## src/rtl/uart_tx_fifo.sv

```systemverilog
// rtl/uart_tx_fifo.sv - UART transmitter fed by a small FIFO; frame config latched per frame.
// Define UART_TX_PARITY_EN to enable the parity bit; otherwise parity_en/parity_odd are ignored.
module uart_tx_fifo #(
    parameter int DATA_W     = 8,
    parameter int FIFO_DEPTH = 4
) (
    input  logic                        clk,
    input  logic                        rst,
    input  logic                        tx_en,
    input  logic [DATA_W-1:0]           tx_data_in,
    input  logic [31:0]                 baud_div,
    input  logic [3:0]                  data_bits,
    input  logic                        parity_en,
    input  logic                        parity_odd,
    input  logic                        stop2,
    output logic                        tx_serial,
    output logic                        tx_busy,
    output logic                        tx_done,
    output logic                        fifo_full,
    output logic                        fifo_empty,
    output logic [$clog2(FIFO_DEPTH):0] fifo_count,
    output logic                        overflow
);
    localparam int AW = $clog2(FIFO_DEPTH);
    localparam int CW = AW + 1;
    localparam logic [3:0]    MAX_BITS = 4'(DATA_W);
    localparam logic [CW-1:0] DEPTH_C  = CW'(FIFO_DEPTH);

    typedef enum logic [2:0] {S_IDLE, S_START, S_DATA, S_PARITY, S_STOP} state_t;

    logic [DATA_W-1:0] mem_q [FIFO_DEPTH];
    logic [AW-1:0]     wr_ptr_q, rd_ptr_q;
    logic [CW-1:0]     count_q, count_d;
    logic              push, pop, overflow_q;

    state_t            state_q, state_d;
    logic [31:0]       baud_cnt_q, baud_cnt_d, div_q, div_d, div_in;
    logic [3:0]        bit_cnt_q, bit_cnt_d, nb_q, nb_d, nb_in;
    logic [DATA_W-1:0] shreg_q, shreg_d;
    logic              par_q, par_d, pen_q, pen_d, odd_q, odd_d, stop2_q, stop2_d;
    logic              done_q, done_d, bit_end, pen_in, odd_in;

`ifdef UART_TX_PARITY_EN
    assign pen_in = parity_en;
    assign odd_in = parity_odd;
`else
    logic unused_parity;
    assign unused_parity = parity_en ^ parity_odd;
    assign pen_in = 1'b0;
    assign odd_in = 1'b0;
`endif

    // Full is the registered state, so a write while full drops even if a pop happens this cycle.
    assign fifo_full  = (count_q == DEPTH_C);
    assign fifo_empty = (count_q == '0);
    assign fifo_count = count_q;
    assign overflow   = overflow_q;
    assign push       = tx_en & ~fifo_full;
    assign count_d    = count_q + CW'(push) - CW'(pop);

    always_ff @(posedge clk) begin
        if (rst) begin
            wr_ptr_q   <= '0;
            rd_ptr_q   <= '0;
            count_q    <= '0;
            overflow_q <= 1'b0;
        end else begin
            if (push) wr_ptr_q <= wr_ptr_q + AW'(1);
            if (pop)  rd_ptr_q <= rd_ptr_q + AW'(1);
            count_q    <= count_d;
            overflow_q <= tx_en & fifo_full;
        end
    end

    always_ff @(posedge clk) begin
        if (push) mem_q[wr_ptr_q] <= tx_data_in;
    end

    always_comb begin
        nb_in = data_bits;
        if (data_bits < 4'd5)          nb_in = 4'd5;
        else if (data_bits > MAX_BITS) nb_in = MAX_BITS;
    end
    assign div_in  = (baud_div == 32'd0) ? 32'd1 : baud_div;
    assign bit_end = (baud_cnt_q == div_q - 32'd1);

    always_comb begin
        state_d    = state_q;
        baud_cnt_d = baud_cnt_q;
        bit_cnt_d  = bit_cnt_q;
        shreg_d    = shreg_q;
        par_d      = par_q;
        nb_d       = nb_q;
        div_d      = div_q;
        pen_d      = pen_q;
        odd_d      = odd_q;
        stop2_d    = stop2_q;
        done_d     = 1'b0;
        pop        = 1'b0;
        if (state_q != S_IDLE) baud_cnt_d = bit_end ? 32'd0 : baud_cnt_q + 32'd1;
        case (state_q)
            S_IDLE:  pop = ~fifo_empty;
            S_START: if (bit_end) state_d = S_DATA;
            S_DATA: begin
                if (bit_end) begin
                    shreg_d = shreg_q >> 1;
                    par_d   = par_q ^ shreg_q[0];
                    if (bit_cnt_q == nb_q - 4'd1) begin
                        bit_cnt_d = '0;
                        state_d   = pen_q ? S_PARITY : S_STOP;
                    end else begin
                        bit_cnt_d = bit_cnt_q + 4'd1;
                    end
                end
            end
            S_PARITY: if (bit_end) state_d = S_STOP;
            S_STOP: begin
                if (bit_end) begin
                    if (bit_cnt_q == {3'b000, stop2_q}) begin
                        done_d = 1'b1;
                        if (!fifo_empty) pop = 1'b1;
                        else             state_d = S_IDLE;
                    end else begin
                        bit_cnt_d = bit_cnt_q + 4'd1;
                    end
                end
            end
            default: state_d = S_IDLE;
        endcase
        // Popping starts a frame and freezes its configuration until the frame ends.
        if (pop) begin
            state_d    = S_START;
            baud_cnt_d = '0;
            bit_cnt_d  = '0;
            shreg_d    = mem_q[rd_ptr_q];
            par_d      = 1'b0;
            nb_d       = nb_in;
            div_d      = div_in;
            pen_d      = pen_in;
            odd_d      = odd_in;
            stop2_d    = stop2;
        end
    end

    always_ff @(posedge clk) begin
        if (rst) begin
            state_q    <= S_IDLE;
            baud_cnt_q <= '0;
            bit_cnt_q  <= '0;
            shreg_q    <= '0;
            par_q      <= 1'b0;
            nb_q       <= 4'd5;
            div_q      <= 32'd1;
            pen_q      <= 1'b0;
            odd_q      <= 1'b0;
            stop2_q    <= 1'b0;
            done_q     <= 1'b0;
        end else begin
            state_q    <= state_d;
            baud_cnt_q <= baud_cnt_d;
            bit_cnt_q  <= bit_cnt_d;
            shreg_q    <= shreg_d;
            par_q      <= par_d;
            nb_q       <= nb_d;
            div_q      <= div_d;
            pen_q      <= pen_d;
            odd_q      <= odd_d;
            stop2_q    <= stop2_d;
            done_q     <= done_d;
        end
    end

    always_comb begin
        tx_serial = 1'b1;
        case (state_q)
            S_START:  tx_serial = 1'b0;
            S_DATA:   tx_serial = shreg_q[0];
            S_PARITY: tx_serial = par_q ^ odd_q;
            default:  tx_serial = 1'b1;
        endcase
    end

    assign tx_busy = (state_q != S_IDLE);
    assign tx_done = done_q;
endmodule

```

## config.mk

```make
export PLATFORM = sky130hd
export DESIGN_NAME = uart_tx_fifo
export DESIGN_NICKNAME = d
export VERILOG_FILES = /design/src/rtl/uart_tx_fifo.sv
export SDC_FILE = /design/constraint.sdc
export NUM_CORES = 1
export LEC_CHECK = 0
export CAP_MARGIN = 20
export CORE_MARGIN = 2
export CORE_UTILIZATION = 36
export DETAILED_ROUTE_END_ITERATION = 16
export GPL_TIMING_DRIVEN = 0
export PLACE_DENSITY_LB_ADDON = 0.1
export SETUP_SLACK_MARGIN = 0.4
export SYNTH_ARGS = -nofsm -noshare
export SYNTH_HDL_FRONTEND = slang
export SYNTH_SLANG_ARGS = --single-unit
```

## constraint.sdc

```tcl
create_clock -name clk -period 4.75 [get_ports clk]
set_clock_uncertainty 0.15 [all_clocks]
set_input_delay 1.425 -clock clk [delete_from_list [all_inputs] [get_ports clk]]
set_output_delay 1.425 -clock clk [all_outputs]
set_load 0.01 [all_outputs]
```

==> summary.md, run 1 <==
| Metric | Value |
|---|---|
| CP max-delay cell | fa_1 |
| Die W | 139 um |
| First DRT Iteration DRCs | 211 |
| Nets | 814 |
| Via count | 5,290 |
| Wire length of the first global-routing pass | 27.5 mm |
| Vias in the first global route | 5,395 |
| Starting density of the core | 36.5% |
| Synth area leader | dfxtp_1 |
| Routed vias/inst | 5.31 |
| Most numerous cell in the Yosys netlist | dfxtp_1 |
| Wire per inst | about 17 um |
| H-tree depth reported by CTS | 4 |
| Area delta synth->final | 24.8% |
| Root buf cell | clkbuf_16 |
| Max Fanout on Critical Path | 10 |
| Synthesized Nets | 730 |
| Slew Viols, Final | 0 |
| Final Power | around 4.6 mW |
| GRT Total Usage | 18.0% |
| Hold crit path type | reg -> reg |
| HPWL Detailed | 12.6 mm |
| Share of cells above drive strength 1 | 12.1% |
| Routed Antenna Nets | 0 |
| Status | finished clean |
| Die height | approximately 140 um |
| Initial antenna violation count | 0 |
| Largest net degree at the start of global routing | 17 |
| CP Class | reg -> reg |
| DR DRC count | 0 |
| Global route overflow | 0 |
| Tcrit/Tclk final | about 90% |
| Hold Startpoint | nb_q[1]$_SDFFE_PP0P_ |
| Finished Core Util | 45.5% |
| PortBufs | 56 |
| Worst rel slew slack | between 40% and 50% |
| TritonCTS clock tree | yes |
| Max_cap viols | 0 |
| Sequential fraction of the synthesis area | between 40% and 50% |
| RD Place Congestion | 0.881 |
| Slowest Stage Delay on Critical Path | roughly 0.37 ns |
| Top cells by count, synth | dfxtp_1 (96), nor2_1 (83), xnor2_1 (54), nand2_1 (38), xor2_1 (36) |
| CTS Buffer Depth | 2 |
| CTS Buf Count | 17 |
| RSZ-0062 raised after global routing | yes |
| Leak pwr | 2.87 nW |
| Synthesis Warnings | 0 |
| CP Launch Point | div_q[7]$_SDFFE_PP0P_ |
| Clock tree sinks | 128 |
| Clk Latency, worst-skew pair | 0.43 ns |
| PwrDens | approximately 570 mW/mm2 |
| Die area | 0.0192 mm2 |
| CP Data Required Time | 4.90 ns |
| DRT Pass-1 Iters | 4 |
| #FFs+latches synth | 128 |
| Inserted Diodes | 0 |
| Synth top area share | 29.4% |
| Top FF cell, synth | dfxtp_1 |
| WP data arrival | roughly 4.3 ns |
| Top Ports | 59 |
| Number of core rows | 49 |
| Crit path cell chain | buf_6, nor4_4, buf_6, nand4_1, buf_4, buf_4, nor4_1, o32ai_1, a21oi_2, nand2_1, o31a_1, clkbuf_4, buf_4, nand2_1, nand2_1, ha_1, fa_1, xnor2_1, xnor2_1, nor2_1 |
| Worst setup EP type | flip-flop |
| Hold_buf cts | 0 |
| # setup viols final | 0 |
| Synth Area per Inst | just under 10 um2 |
| Post-layout minimum cycle time | 4.19 ns |
| FFs w/ async S/R, synth | 0% |
| Clock-pin slew on the worst setup and hold paths | 0.06 ns |
| VDD IR max | 300 uV |
| CP Launch Type | flip-flop |
| R2r startpoint | div_q[7]$_SDFFE_PP0P_ |
| Post-synth cell types | 66 |
| Top cells by area, synth | dfxtp_1 (29%), edfxtp_1 (15%), xnor2_1 (7.2%) |
| Number of enable flip-flop cells after synthesis | 32 |
| DRT Wirelength | 16.8 mm |
| Core area | 0.0179 mm2 |
| Tightest Pin Transition | 0.830 ns |
| Final hold violation count | 0 |
| Synthesized cell area | 0.00653 mm2 |
| FMAX | 239 MHz |
| Post-Synthesis Cells | 670 |
[cells in the final DEF (no fill, tap or decap), types with 20 or more instances in the layout]
master	count
dfxtp_1	96
nor2_1	82
clkdlybuf4s50_1	56
xnor2_1	54
nand2_1	38
xor2_1	36
edfxtp_1	32
a22o_1	31
nor4_1	25
nor3_1	20
nand3_1	20
[final timing paths]
kind,endpoint,slack [ns],cells after the start
max,fifo_count[2]$_SDFF_PP0_,0.56,20
min,nb_q[1]$_SDFFE_PP0P_,0.34,2
max reg2reg,fifo_count[2]$_SDFF_PP0_,0.56,20
min reg2reg,nb_q[1]$_SDFFE_PP0P_,0.34,2
[metal layers]
metal / global-route usage (%) / share of wire (%) / vias to the layer above
met5: 0 / 0 / -
met4: 8.08 / 2.7 / 0
met3: 3.56 / 3.2 / 24
met2: 31.4 / 50 / 82
met1: 21.5 / 44 / 2577
li1: - / - / 2607
[report_power, final]
group	internal, mW	switching (mW)	leakage (nW)
Clock	0.734	0.535	0.279
Sequential	1.32	0.188	1.08
Combinational	0.826	1.02	1.51
Total	2.87	1.74	2.87
[final cells by class]
type	count	area, um2
Fill cell	1711	9750
Tap cell	229	287
Sequential cell	128	2880
Inverter	17	63.8
Multi-Input combinational cell	493	3540
Buffer	32	183
Timing Repair Buffer	65	628
Clock buffer	17	425
Clock inverter	15	149
[flip-flops by register name, summed over array words and instances, names as in the netlist, 2 cells and up, named ones only]
register    count
wr_ptr_q        2
nb_q            4
div_q          32
shreg_q         8
mem_q          32
rd_ptr_q        2
state_q         3
baud_cnt_q     32
bit_cnt_q       4
fifo_count      3
[logic make-up after synthesis]
logic type / Yosys count / synth area share (%)
fa+ha+maj: 10 / 2.03
compound gates: 98 / 10.9
xor+xnor: 91 / 12.4
flops: 128 / 44.1
buf+inv: 49 / 3.58
mux: 19 / 4.48
simple gates: 275 / 22.4
[metrics by stage]
step	setup slack [ns]	hold WS [ns]	area (um2)	instances	TNS, ns
after global routing	0.352	0.363	8150	996	0
final	0.563	0.344	8150	996	0
after global placement	-0.219	0.311	7380	955	-0.267
after CTS	0.403	0.353	8030	991	0
after floorplan	0.723	0.295	6530	670	0
after detailed placement	-0.227	0.343	7380	955	-0.278
[critical path: cells and delay by family (launching register included)]
kind            cells  cell delay [ns]
compound gates      3             0.77
xor+xnor            2             0.31
fa+ha+maj           2             0.55
buf+inv             6             1.00
flops               1             0.31
simple gates        7             0.98
[repair_timing]
item	4_1_cts	5_1_grt
buffers inserted	4	5
resized for setup	11	21
setup endpoints to repair	14	32
endpoints found under the hold margin	0	0
pin swaps	4	7
Note: power is estimated with default switching activity, not from simulation.
==> inputs of run 2 (changes only) <==
- SLEW_MARGIN: not set -> 5
==> results of run 2 <==
Final layout, timing and power as in run 1 (identical DEF).
